--- config.mk ---
export PLATFORM = sky130hd
export DESIGN_NAME = fifo_uart_tx
export DESIGN_NICKNAME = d
export VERILOG_FILES = /design/src/rtl/fifo_uart_tx.sv
export SDC_FILE = /design/constraint.sdc
export NUM_CORES = 1
export LEC_CHECK = 0
export BUFFER_PORTS_ARGS = -buffer_cell sky130_fd_sc_hd__buf_4
export CAP_MARGIN = 20
export CORE_MARGIN = 5
export CORE_UTILIZATION = 55
export CTS_BUF_LIST = sky130_fd_sc_hd__clkbuf_8 sky130_fd_sc_hd__clkbuf_16
export DETAILED_ROUTE_END_ITERATION = 8
export GPL_ROUTABILITY_DRIVEN = 0
export GPL_TIMING_DRIVEN = 0
export PLACE_DENSITY = 0.79
export SETUP_SLACK_MARGIN = 0.05
export SLEW_MARGIN = 40
export SYNTH_ARGS = -nofsm -noshare
export SYNTH_HDL_FRONTEND = slang
export SYNTH_SLANG_ARGS = --single-unit
export TNS_END_PERCENT = 100
--- constraint.sdc ---
create_clock -name clk -period 2.4 [get_ports clk]
set_clock_uncertainty 0.15 [all_clocks]
set_input_delay 0.36 -clock clk [delete_from_list [all_inputs] [get_ports clk]]
set_output_delay 0.36 -clock clk [all_outputs]
set_load 0.02 [all_outputs]
--- src/rtl/fifo_uart_tx.sv ---
// rtl/fifo_uart_tx.sv - drains the capture FIFO one byte at a time onto an 8N1 UART TX line.
// Optional even-parity bit after the data bits when FIFO_UART_TX_PARITY_EN is defined.
module fifo_uart_tx #(
  parameter int CLKS_PER_BIT  = 16,
  parameter int READY_TIMEOUT = 4
) (
  input  logic       clk,
  input  logic       rst_n,
  input  logic       enable,
  input  logic       fifo_empty,
  output logic       fifo_read,
  input  logic       fifo_data_ready,
  input  logic [7:0] fifo_data,
  output logic       tx,
  output logic       busy,
  output logic       timeout_err
);

  localparam int BAUD_W = $clog2(CLKS_PER_BIT);
  localparam int WAIT_W = $clog2(READY_TIMEOUT + 1);
  localparam logic [BAUD_W-1:0] BAUD_LAST = BAUD_W'(CLKS_PER_BIT - 1);
  localparam logic [WAIT_W-1:0] WAIT_LAST = WAIT_W'(READY_TIMEOUT - 1);

  localparam logic [2:0] IDLE   = 3'd0;
  localparam logic [2:0] REQ    = 3'd1;
  localparam logic [2:0] WAIT   = 3'd2;
  localparam logic [2:0] START  = 3'd3;
  localparam logic [2:0] DATA   = 3'd4;
  localparam logic [2:0] STOP   = 3'd5;
`ifdef FIFO_UART_TX_PARITY_EN
  localparam logic [2:0] PARITY = 3'd6;
  localparam logic [2:0] AFTER_DATA = PARITY;
  logic parity;
`else
  localparam logic [2:0] AFTER_DATA = STOP;
`endif

  logic [2:0]        state;
  logic [BAUD_W-1:0] baud;
  logic [WAIT_W-1:0] wait_cnt;
  logic [2:0]        bit_cnt;
  logic [7:0]        shreg;
  logic              baud_done;

  assign baud_done = (baud == BAUD_LAST);
  assign fifo_read = (state == REQ);
  assign busy      = (state != IDLE);

  always_ff @(posedge clk) begin
    if (!rst_n) begin
      state       <= IDLE;
      baud        <= '0;
      wait_cnt    <= '0;
      bit_cnt     <= '0;
      shreg       <= '0;
      timeout_err <= 1'b0;
`ifdef FIFO_UART_TX_PARITY_EN
      parity      <= 1'b0;
`endif
    end else begin
      case (state)
        IDLE: begin
          if (enable && !fifo_empty) state <= REQ;
        end
        REQ: begin
          state    <= WAIT;
          wait_cnt <= '0;
          baud     <= '0;
        end
        WAIT: begin
          // fifo_data_ready is only honoured here; a late pulse after timeout is dropped.
          if (fifo_data_ready) begin
            shreg <= fifo_data;
`ifdef FIFO_UART_TX_PARITY_EN
            parity <= ^fifo_data;
`endif
            baud  <= '0;
            state <= START;
          end else if (wait_cnt == WAIT_LAST) begin
            timeout_err <= 1'b1;
            state       <= IDLE;
          end else begin
            wait_cnt <= wait_cnt + WAIT_W'(1);
          end
        end
        START: begin
          if (baud_done) begin
            baud    <= '0;
            bit_cnt <= '0;
            state   <= DATA;
          end else begin
            baud <= baud + BAUD_W'(1);
          end
        end
        DATA: begin
          if (baud_done) begin
            baud    <= '0;
            shreg   <= shreg >> 1;
            bit_cnt <= bit_cnt + 3'd1;
            if (bit_cnt == 3'd7) state <= AFTER_DATA;
          end else begin
            baud <= baud + BAUD_W'(1);
          end
        end
`ifdef FIFO_UART_TX_PARITY_EN
        PARITY: begin
          if (baud_done) begin
            baud  <= '0;
            state <= STOP;
          end else begin
            baud <= baud + BAUD_W'(1);
          end
        end
`endif
        STOP: begin
          if (baud_done) begin
            baud  <= '0;
            state <= IDLE;
          end else begin
            baud <= baud + BAUD_W'(1);
          end
        end
        default: state <= IDLE;
      endcase
    end
  end

  // tx is decoded from state so a reset edge returns the line high immediately.
  always_comb begin
    tx = 1'b1;
    case (state)
      START:   tx = 1'b0;
      DATA:    tx = shreg[0];
`ifdef FIFO_UART_TX_PARITY_EN
      PARITY:  tx = parity;
`endif
      default: tx = 1'b1;
    endcase
  end

endmodule

==> out/results.ini <==
[timing]
slew_viol_final = 0
clock.fmax_ghz = 0.487
hold_viol = 0
rsz0062_at_grt = no
worst_slack_ns = 0.347
post-route-period-util = 0.856
hold_slack_ns = 0.238
worstMarginPinSlew_ns = 0.551
period_minus_slack_ns = 2.05
slew_headroom = 0.629
finalSetupViolCount = 0
finalSetupTns_ns = 0

[finish]
nets = 176
final_common_cell = dfxtp_1
drive_gt1_frac = 0.204
area_delta_synth_final_pct = 16.9
diodes = 0
final_cell_mix = 22 x dfxtp_1, 15 x nor2_1, 15 x buf_4
layout.cells.non_filler = 185

[synthesis]
avgSynthCellArea_um2 = 8.71
ys_seq_area_frac = 0.366
yosysTopAreaCellShare = 0.366
syn_inst = 138
synth-edff-count = 0
synth-seq-cells = 22
synth_ff_type = dfxtp_1
synth_area_leaders = dfxtp_1 37%, ha_1 5.2%, a311oi_1 5.1%
synth_nets = 156
ys_warn_count = 0
syn_area_um2 = 1200
synthArstFlopShare = 0
yosysUniqueCellTypes = 37
yosys.area.top_type = dfxtp_1

[floorplan]
io_pins = 17
row_count = 17
initial_core_util = 0.560
die_w_um = 56.8
fp.dieH_um = 56.8
core_area_um2 = 2150
die_area_um2 = 3220

[grt]
antenna_found_initial = 0
grt_max_degree = 13
grt-ovfl-total = 0
grt_use_total = 0.182
grt_first_pass_wirelength_mm = 4.62
grt_pass1_vias = 1032

[clock_network]
cts-resized-gates = 0
cts_num_sinks = 22
cts_tree = yes
clkTransAtPathRegs_ns = 0.08
cts_made_buffers = 3
cts_buffer_depth = 2
htree_num_levels = 1
worstSkewPairLatency_ns = 0.27
postCtsSetupBuffers = 0
root_buffer = clkbuf_8
cts_hold_buf = 0

[placement]
place_ws_ns = 0.401
placed_cells = 181
io_buffers = 15
hpwl_mm = 1.95

[power]
p_total_mw = 1.17
power.share.sequential = 0.380
power.share.combinational = 0.391
internal_power_mw = 0.774
vdd_drop_max_mv = 0.462
clkPwrFrac = 0.229
switching_power_mw = 0.400
p_sw_frac = 0.341
power.density_nw_per_um2 = 836
leakagePower_nw = 0.561

[route]
drc_errors = 0
wl_per_cell_um = 14.5
drtAntennaViolNets = 0
drt_wl_total_mm = 2.68
vias_per_cell = 5.71
drt_iter0_drc = 27
dr.pass1.iters = 4
via_count = 1057

[worst_setup_path]
path_class = reg -> out
cp-end-kind = output port
crit_start = state[2]
r2r-start = wait_cnt[0]
crit_required_ns = 1.89
cp-start-kind = flop
worstPathArrival_ns = 1.54
crit_fanout = 10

[hold_path]
hp-class = in -> reg
worstHoldStart = fifo_data[3]

[status]
outcome = completed

[run]
cap_violations = 0

-- cell families (layout without fill, tap and decap cells) --
| family | Yosys count | count (layout) | synth area share |
|---|---|---|---|
| buffers and inverters | 15 | 34 | 0.0666 |
| adders and majority gates | 5 | 5 | 0.0520 |
| muxes | 5 | 5 | 0.0427 |
| AOI/OAI and AO/OA | 38 | 38 | 0.228 |
| DFF | 22 | 22 | 0.366 |
| and+or+nand+nor | 53 | 53 | 0.245 |
-- metrics by stage --
stage                     utilization  area [um^2]
after floorplan                     -         1200
after global placement          0.628         1350
after detailed placement        0.628         1350
after CTS                       0.654         1410
after global routing            0.654         1410
final                           0.654         1410
-- path summary, 6_finish.rpt --
check	end	slack, ns	depth (start not counted)
worst min-delay path	shreg[3]	0.24	3
worst max-delay path	tx	0.35	4
worst max register to register	wait_cnt[1]	0.40	6
worst min register to register	shreg[2]	0.33	2
-- power groups by stage --
stage	sequential (mW)	clock [mW]	combinational [mW]
2_1_floorplan	0.445	0	0.346
3_3_place_gp	0.449	0	0.443
3_5_place_dp	0.453	0	0.454
4_1_cts	0.446	0.276	0.458
5_1_grt	0.452	0.299	0.502
6_report	0.446	0.269	0.460
-- flip-flops by register name, summed over array words and instances (netlist names) --
name and flops:
baud 4, bit_cnt 3, shreg 8, state 3, timeout_err 1, wait_cnt 3
-- cell type report --
| cell class | instances | area [um^2] |
|---|---|---|
| clock buffer | 4 | 55.1 |
| inverter | 6 | 22.5 |
| buffer | 9 | 57.6 |
| multi-input combinational | 101 | 682 |
| timing repair buffer | 15 | 113 |
| sequential | 22 | 440 |
| fill | 189 | 743 |
| tap | 28 | 35.0 |
-- Yosys cell counts (4+ instances only) --
library cell	number
dfxtp_1	22
ha_1	5
mux2i_1	4
inv_1	6
o21ai_0	12
and2_1	5
nor2b_1	4
a311oi_1	7
buf_2	4
nor2_1	15
a21oi_1	6
nand2_1	12
-- layer usage --
layer | GRT usage | share of wire | vias to the layer above
met5 | 0 | 0 | -
met4 | 0.0861 | 0.017 | 0
met3 | 0.0460 | 0.062 | 5
met2 | 0.304 | 0.50 | 31
met1 | 0.216 | 0.42 | 491
li1 | - | - | 530
-- worst max-delay path, cell delays in order (launching register included) --
cell     delay, ns
dfxtp_1       0.45
nor3b_2       0.29
buf_2         0.26
a21oi_1       0.11
buf_4         0.17
No activity file was read; power rests on OpenSTA's default activity.
